### src/rtl/vga_pkg.sv
// Shared VGA timing defaults, colour type and colour-bar table for the raster generator.
package vga_pkg;

    localparam int VGA_H_ACTIVE = 640;
    localparam int VGA_H_FP     = 16;
    localparam int VGA_H_SYNC   = 96;
    localparam int VGA_H_BP     = 48;
    localparam int VGA_V_ACTIVE = 480;
    localparam int VGA_V_FP     = 10;
    localparam int VGA_V_SYNC   = 2;
    localparam int VGA_V_BP     = 33;
    localparam int VGA_CLK_DIV  = 2;

    localparam int VGA_H_TOTAL = VGA_H_ACTIVE + VGA_H_FP + VGA_H_SYNC + VGA_H_BP;
    localparam int VGA_V_TOTAL = VGA_V_ACTIVE + VGA_V_FP + VGA_V_SYNC + VGA_V_BP;

    typedef struct packed {
        logic [7:0] r;
        logic [7:0] g;
        logic [7:0] b;
    } rgb_t;

    // Left to right: white, yellow, cyan, green, magenta, red, blue, black.
    localparam rgb_t BAR_COLOUR [8] = '{
        24'hFFFFFF, 24'hFFFF00, 24'h00FFFF, 24'h00FF00,
        24'hFF00FF, 24'hFF0000, 24'h0000FF, 24'h000000
    };

endpackage

### src/rtl/vga_axis_counter.sv
// One raster axis: wrapping position counter advanced on en&cin, with carry-out and active-low sync window.
module vga_axis_counter #(
    parameter int TOTAL      = 800,
    parameter int SYNC_START = 656,
    parameter int SYNC_WIDTH = 96,
    parameter int W          = 10
) (
    input  logic         clk,
    input  logic         rst_n,
    input  logic         en,
    input  logic         cin,
    output logic [W-1:0] count,
    output logic         carry,
    output logic         sync_n
);

    logic [W-1:0] count_q, count_d;
    logic         at_end;

    always_comb begin
        at_end  = (count_q == W'(TOTAL - 1));
        carry   = en && cin && at_end;
        count_d = count_q;
        if (en && cin) begin
            count_d = at_end ? '0 : count_q + 1'b1;
        end
        sync_n = !((count_q >= W'(SYNC_START)) && (count_q < W'(SYNC_START + SYNC_WIDTH)));
    end

    always_ff @(posedge clk or negedge rst_n) begin
        if (!rst_n) begin
            count_q <= '0;
        end else begin
            count_q <= count_d;
        end
    end

    assign count = count_q;

endmodule

### src/rtl/vga_timing_gen.sv
// 640x480@60 VGA raster timing with a one-pixel registered colour/sync stage toward the DAC.
// Define VGA_TEST_PATTERN_EN to add the test_mode colour-bar substitution.
module vga_timing_gen
    import vga_pkg::*;
#(
    parameter int H_ACTIVE = VGA_H_ACTIVE,
    parameter int H_FP     = VGA_H_FP,
    parameter int H_SYNC   = VGA_H_SYNC,
    parameter int H_BP     = VGA_H_BP,
    parameter int V_ACTIVE = VGA_V_ACTIVE,
    parameter int V_FP     = VGA_V_FP,
    parameter int V_SYNC   = VGA_V_SYNC,
    parameter int V_BP     = VGA_V_BP,
    parameter int CLK_DIV  = VGA_CLK_DIV
) (
    input  logic       clk,
    input  logic       rst_n,
    input  logic [7:0] r_in,
    input  logic [7:0] g_in,
    input  logic [7:0] b_in,
    input  logic       test_mode,
    output logic [9:0] x,
    output logic [9:0] y,
    output logic [7:0] vga_r,
    output logic [7:0] vga_g,
    output logic [7:0] vga_b,
    output logic       vga_hs,
    output logic       vga_vs,
    output logic       vga_blank_n,
    output logic       vga_sync_n,
    output logic       vga_clk,
    output logic       frame_start,
    output logic       line_start
);

    localparam int H_TOTAL = H_ACTIVE + H_FP + H_SYNC + H_BP;
    localparam int V_TOTAL = V_ACTIVE + V_FP + V_SYNC + V_BP;
    localparam int DW      = (CLK_DIV > 2) ? $clog2(CLK_DIV) : 1;

    logic [DW-1:0] div_q, div_d;
    logic          vga_clk_q, vga_clk_d;
    logic          pix_tick;
    logic [9:0]    h_cnt, v_cnt;
    logic          h_wrap, unused_v_wrap;
    logic          hs_pre, vs_pre, active;
    rgb_t          colour_q, colour_d;
    logic          hs_q, hs_d, vs_q, vs_d, blank_n_q, blank_n_d;

    assign pix_tick = (div_q == DW'(CLK_DIV - 1));

    vga_axis_counter #(.TOTAL(H_TOTAL), .SYNC_START(H_ACTIVE + H_FP), .SYNC_WIDTH(H_SYNC), .W(10)) u_h_cnt (
        .clk(clk), .rst_n(rst_n), .en(pix_tick), .cin(1'b1),
        .count(h_cnt), .carry(h_wrap), .sync_n(hs_pre)
    );

    vga_axis_counter #(.TOTAL(V_TOTAL), .SYNC_START(V_ACTIVE + V_FP), .SYNC_WIDTH(V_SYNC), .W(10)) u_v_cnt (
        .clk(clk), .rst_n(rst_n), .en(pix_tick), .cin(h_wrap),
        .count(v_cnt), .carry(unused_v_wrap), .sync_n(vs_pre)
    );

    assign active = (h_cnt < 10'(H_ACTIVE)) && (v_cnt < 10'(V_ACTIVE));

`ifdef VGA_TEST_PATTERN_EN
    logic [9:0] bar_idx;
    assign bar_idx = h_cnt / 10'd80;
`else
    logic unused_test_mode;
    assign unused_test_mode = test_mode;
`endif

    always_comb begin
        div_d     = pix_tick ? '0 : div_q + 1'b1;
        // vga_clk falls on the same edge that loads the output stage, so the DAC's rising edge sees stable data.
        vga_clk_d = (div_d >= DW'(CLK_DIV / 2));
        colour_d  = colour_q;
        hs_d      = hs_q;
        vs_d      = vs_q;
        blank_n_d = blank_n_q;
        if (pix_tick) begin
            hs_d      = hs_pre;
            vs_d      = vs_pre;
            blank_n_d = active;
            colour_d  = active ? rgb_t'({r_in, g_in, b_in}) : '0;
`ifdef VGA_TEST_PATTERN_EN
            if (test_mode && active) begin
                colour_d = BAR_COLOUR[bar_idx[2:0]];
            end
`endif
        end
    end

    always_ff @(posedge clk or negedge rst_n) begin
        if (!rst_n) begin
            div_q     <= '0;
            vga_clk_q <= 1'b0;
            colour_q  <= '0;
            hs_q      <= 1'b1;
            vs_q      <= 1'b1;
            blank_n_q <= 1'b0;
        end else begin
            div_q     <= div_d;
            vga_clk_q <= vga_clk_d;
            colour_q  <= colour_d;
            hs_q      <= hs_d;
            vs_q      <= vs_d;
            blank_n_q <= blank_n_d;
        end
    end

    assign x           = h_cnt;
    assign y           = v_cnt;
    assign vga_r       = colour_q.r;
    assign vga_g       = colour_q.g;
    assign vga_b       = colour_q.b;
    assign vga_hs      = hs_q;
    assign vga_vs      = vs_q;
    assign vga_blank_n = blank_n_q;
    assign vga_sync_n  = 1'b0;
    assign vga_clk     = vga_clk_q;
    assign frame_start = pix_tick && (h_cnt == '0) && (v_cnt == '0);
    assign line_start  = pix_tick && (h_cnt == '0);

endmodule

### config.mk
export PLATFORM = sky130hd
export DESIGN_NAME = vga_timing_gen
export DESIGN_NICKNAME = d
export VERILOG_FILES = /design/src/rtl/vga_pkg.sv /design/src/rtl/vga_axis_counter.sv /design/src/rtl/vga_timing_gen.sv
export SDC_FILE = /design/constraint.sdc
export NUM_CORES = 1
export LEC_CHECK = 0
export BUFFER_PORTS_ARGS = -buffer_cell sky130_fd_sc_hd__buf_4
export CAP_MARGIN = 15
export CORE_MARGIN = 8
export CORE_UTILIZATION = 46
export CTS_BUF_LIST = sky130_fd_sc_hd__clkbuf_8
export CTS_CLUSTER_SIZE = 30
export DETAILED_ROUTE_END_ITERATION = 10
export PLACE_DENSITY_LB_ADDON = 0.08
export SETUP_SLACK_MARGIN = 0.15
export SLEW_MARGIN = 15
export SYNTH_ARGS = -nofsm -noshare
export SYNTH_HDL_FRONTEND = slang
export SYNTH_SLANG_ARGS = --single-unit
### constraint.sdc
create_clock -name clk -period 1.6 [get_ports clk]
set_input_delay 0.24 -clock clk [delete_from_list [all_inputs] [get_ports clk]]
set_output_delay 0.24 -clock clk [all_outputs]
set_load 0.02 [all_outputs]
; Word-level counts from Yosys, hierarchy flattened
; Index checks and enable logic that the tools add are counted.
[classes]
addsub = 3
order_cmp = 7
eq_ne = 2
muxes = 4
n_reduce_logical = 11
[op_table]
columns = op, count
row1 = 24-bit two-way mux, 1
row2 = "10-bit by 1-bit adder with 10-bit output, second input constant", 2
row3 = "10-bit == test, second input constant", 2
row4 = 10-bit logical NOT, 2
row5 = "10-bit < comparator, second input constant", 2
row6 = "10-bit by 9-bit < comparator with 1-bit output, second input constant", 2
row7 = 10-bit two-way mux, 2
row8 = "10-bit >= comparator, second input constant", 1
row9 = "10-bit by 9-bit >= comparator with 1-bit output, second input constant", 1
row10 = 1-bit logical AND, 7
row11 = 1-bit logical NOT, 2
row12 = "1-bit adder, second input constant", 1
row13 = "1-bit >= comparator, second input constant", 1
row14 = 1-bit two-way mux, 1
[word_totals]
regBits = 49
inputBits = 27
out_inout_bits = 51
wordCells = 37

; Longest topological paths before layout
[depth]
ltp_word = 3
mapped_depth = 6
depth_no_buf = 6

; Modules after synthesis
; A second synthesis with hierarchy kept.
[unflattened]
hier_cells = 189
area_unflattened_um2 = 2209.6
[by_module_without_submodules]
columns = module, instances, cells_each, area_each_um2, seq_area_each_um2
row1 = vga_axis_counter, 2, 57, 564.3, 250.2
row2 = vga_timing_gen, 1, 75, 1081.0, 703.2

; Worst setup path after synthesis
; Ideal clock, no wire load.
[synth_timing]
path_kind = register to output
from = reg u_h_cnt.count_q[0] (netlist: u_h_cnt.count[0])
to = out frame_start
t_arrival_ns = 1.470
required_time_ns = 1.360
slack_ns = -0.110
stages_incl_launch_ff = 7
path_buffers = 0
cell_sequence = dfrtp_1 inv_1 ha_1 nand2_1 nor3_1 and3_1 and4_1
[synth_via]
elab_chain_cells = 3
[synth_rtl]
columns = item, line_no
row1 = from (decl), vga_axis_counter.sv:17  ; logic [W-1:0] count_q, count_d;
row2 = from (signal assigned), vga_axis_counter.sv:34  ; count_q <= count_d;
row3 = 10-bit logical NOT, -
row4 = 1-bit logical AND, -
row5 = via line_start, vga_timing_gen.sv:33  ; output logic line_start
row6 = 1-bit logical AND, vga_timing_gen.sv:120  ; assign frame_start = pix_tick && (h_cnt == '0) && (v_cnt == '0);
row7 = to (decl), vga_timing_gen.sv:32  ; output logic frame_start,
; The timed path passes the listed nets, and every way through them passes these cells.

; Worst setup path after layout
[layout_timing]
from = reg u_h_cnt.count_q[0] (netlist: u_h_cnt.count[0])
to = out frame_start
[layout_via]
elab_chain_cells = 3
[layout_rtl]
columns = item, line_no
row1 = 10-bit logical NOT, vga_timing_gen.sv:120
row2 = 1-bit logical AND (2 in a row), vga_timing_gen.sv:120
; No other way between the ends.

==> flow_summary.yaml <==
run_status:
  status: "finished, violations left"
  violations: "negative setup slack"
global_route:
  grt_max_degree: 49
  track_usage_pct: 16.4
  gr-total-overflow: 0
  first_global_vias: 1966
  grt_first_pass_wirelength_mm: 9.69
  antenna_found_initial: 0
cts:
  cts.reportedPaths.clkPinSlew_ps: 90
  h-tree-depth: 2
  clk_latency_ps: 300
  cts-root-buf: "clkbuf_8"
  cts_tree: "built"
  numCtsBuffers: 5
  cts_sinks: 48
  clock_path_buffers: 2
drt:
  ant_nets: 0
  wirelength_mm: 5.87
  vias: 1854
  dr.pass1.iters: 6
  route.detailed.drc: 0
  wl_per_cell_um: 16.9
  drtIter0Drc: 82
  viasPerCell: 5.34
pwr:
  pwr-share-clk_pct: 36.9
  seqPwrFrac_pct: 54.7
  switching_share_pct: 21.9
  p_int_uw: 1800
  peakVddDrop_mv: 0.500
  power.leakage_uw: 0.00159
  total_power_uw: 2310
  p_comb_share_pct: 8.3
  switching_power_uw: 506
  power_density_mw_per_mm2: 703
finish:
  final_util_pct: 74.3
  fillCellCount: 318
  fin_nets: 325
  antenna_cells: 0
  drive_gt1_share_pct: 55.6
  area_growth_pct: 54.4
setup_path:
  worstPathRequired_ps: 1360
  worst-setup-path-type: "reg -> out"
  critPathMaxStageDelay_ps: 420
  startpoint_type: "flop"
  critPathCaptureType: "primary output"
  crit_chain: "inv_2 -> ha_4 -> nand2_4 -> nor3_2 -> and3_4 -> and4_4 -> buf_6"
  slowest_stage: "dfrtp_2"
  critPathMaxFanout: 2
  r2r.worst_path.cells: 7
  crit_arrival_ps: 1580
timing:
  setup_viol: 8
  maxSlewViolCount: 0
  finalWorstSetupSlack_ps: -221
  rsz0062_at_grt: "yes"
  max_freq_mhz: 549
  max-slew-margin-rel_pct: 59.5
  fin_crit_sh_pct: 114
  worstMarginPinSlew_ps: 608
  finalClockSkew_ps: 11.7
  period_needed_ps: 1820
  hold_viol: 0
floorplanning:
  core_area_mm2: 0.00441
  placementRows: 24
  floorplan.die_area_mm2: 0.00705
  io_pins: 78
  die_x_um: 83.9
  initial_core_util_pct: 48.1
  die_h_um: 83.9
logic_synthesis:
  netlist_instances: 190
  yosysUniqueCellTypes: 36
  synth_nets: 221
  seq_area_frac_synth_pct: 56.7
  syn_avg_cell_area_um2: 11.2
  yosysWarnings: 0
  ys_ff_latch: 48
  netlist_area_mm2: 0.00212
placement:
  io_buffers: 75
  dpl_worst_slack_ps: 26.2
  gp_congestion: 0.794
  hpwl_mm: 3.85
worst_hold_path:
  worstHoldPathType: "in -> reg"
  whs_path_depth: 2
flow_run:
  cap_viol_max_count: 0
==> sequential cells by signal (all words and copies together) (netlist names) <==
signal	count
vga_g	8
vga_blank_n	1
vga_vs	1
u_v_cnt.count	10
vga_hs	1
div_q	1
u_h_cnt.count	10
vga_b	8
vga_r	8
==> cell usage in the layout, fill, tap and decap left out, types with 4 or more instances in the layout <==
| master | n |
|---|---|
| buf_4 | 92 |
| dfrtp_2 | 15 |
| xnor2_1 | 6 |
| inv_1 | 6 |
| clkbuf_8 | 5 |
| and3_4 | 5 |
| nor2_1 | 6 |
| buf_6 | 11 |
| dfrtp_1 | 31 |
| a21oi_1 | 4 |
| nand2_1 | 13 |
| a22o_1 | 24 |
| xor2_1 | 4 |
| nand4_1 | 7 |
==> metrics by stage <==
step / instance area (um2) / hold WS, ps / setup TNS, ps / instances
3_3_place_gp: 2860 / 289 / 0 / 321
4_1_cts: 3160 / 144 / -380 / 344
2_1_floorplan: 2170 / -55.6 / 0 / 190
3_5_place_dp: 2860 / 295 / 0 / 321
6_report: 3280 / 150 / -516 / 347
5_1_grt: 3280 / 142 / -1130 / 347
==> cells in the mapped netlist (all sizes together) <==
cell type  instances  area (um2)
o22ai              1        6.26
nor3               7        35.0
or2                1        6.26
clkbuf             3        11.3
nand3              7        47.6
or4                1        7.51
nor2              10        37.5
or3                1        6.26
dfstp              2        52.6
nor2b              1        6.26
ha                 4        50.1
nand4              7        43.8
nor4               4        25.0
xnor2              6        52.6
a21o               3        23.8
conb               1        3.75
nand3b             1        7.51
and3               7        45.1
mux2i              2        20.0
nor4b              1        23.8
inv                8        30.0
o21ai              8        40.0
and4               2        17.5
a21oi              5        25.0
a22o              24         210
clkinv             1        3.75
xor2               4        35.0
nand2             14        52.6
and2               2        13.8
dfrtp             46        1150
buf                6        32.5
==> power groups by stage <==
stage / registers (uW) / logic [uW] / clock network (uW)
final: 1260 / 192 / 851
after global routing: 1270 / 209 / 919
after CTS: 1260 / 196 / 874
after detailed placement: 1280 / 196 / 0
after global placement: 1280 / 193 / 0
after floorplan: 1320 / 30.1 / 0
==> layout make-up <==
type | count | area, um2 | share of cell area, %
Sequential cell | 48 | 1220 | 37.3
Clock buffer | 5 | 68.8 | 2.10
Timing Repair Buffer | 105 | 845 | 25.8
Multi-Input combinational cell | 125 | 1010 | 30.7
Clock inverter | 3 | 38.8 | 1.18
Inverter | 9 | 33.8 | 1.03
Tap cell | 52 | 65.1 | 1.98
==> path summary, 6_finish.rpt <==
kind | startpoint | end | slack (ps)
min in group asynchronous | rst_n | u_h_cnt.count[9]$_DFFE_PN0P_ | 500
max in group asynchronous | rst_n | u_v_cnt.count[6]$_DFFE_PN0P_ | 660
worst min-delay path | b_in[5] | vga_b[5]$_DFFE_PN0P_ | 150
worst max-delay path | u_h_cnt.count[0]$_DFFE_PN0P_ | frame_start | -220
worst max register to register | u_h_cnt.count[0]$_DFFE_PN0P_ | u_v_cnt.count[9]$_DFFE_PN0P_ | -70
worst min register to register | vga_blank_n$_DFFE_PN0P_ | vga_blank_n$_DFFE_PN0P_ | 480
==> critical path: cells and delay by family, from the launching register on <==
kind,cells,cell delay [ps]
fa+ha+maj,1,140
buf+inv,2,190
flops,1,420
simple gates,4,550
==> per-layer routing <==
layer  global-route usage (%)  wire length (um)  part of all wire [%]  up-vias
met5                        0                 0                     0        -
li1                         -                 -                     -      896
met1                     19.6              2560                    44      895
met3                     6.25               400                   6.8        2
met2                     27.3              2890                    49       61
met4                     3.30                19                  0.32        0
==> kinds of logic after synthesis <==
logic type      count (synthesis)  synth area share [%]
xor+xnor                       10                  4.12
flops                          48                  56.7
other cells                     1                 0.177
buf+inv                        18                  3.65
compound gates                 41                  14.4
simple gates                   66                  17.7
fa+ha+maj                       4                  2.36
mux                             2                 0.943
==> timing repair <==
action / in CTS / in global routing
hold endpoints to repair: 46 / 0
endpoints found under the setup margin: 10 / 22
pin swaps: 13 / 11
cloned: 1 / 0
gates resized for setup: 21 / 27
hold buffers: 1 / 0
buffers inserted: 13 / 3
No activity file was read; power rests on OpenSTA's default activity.
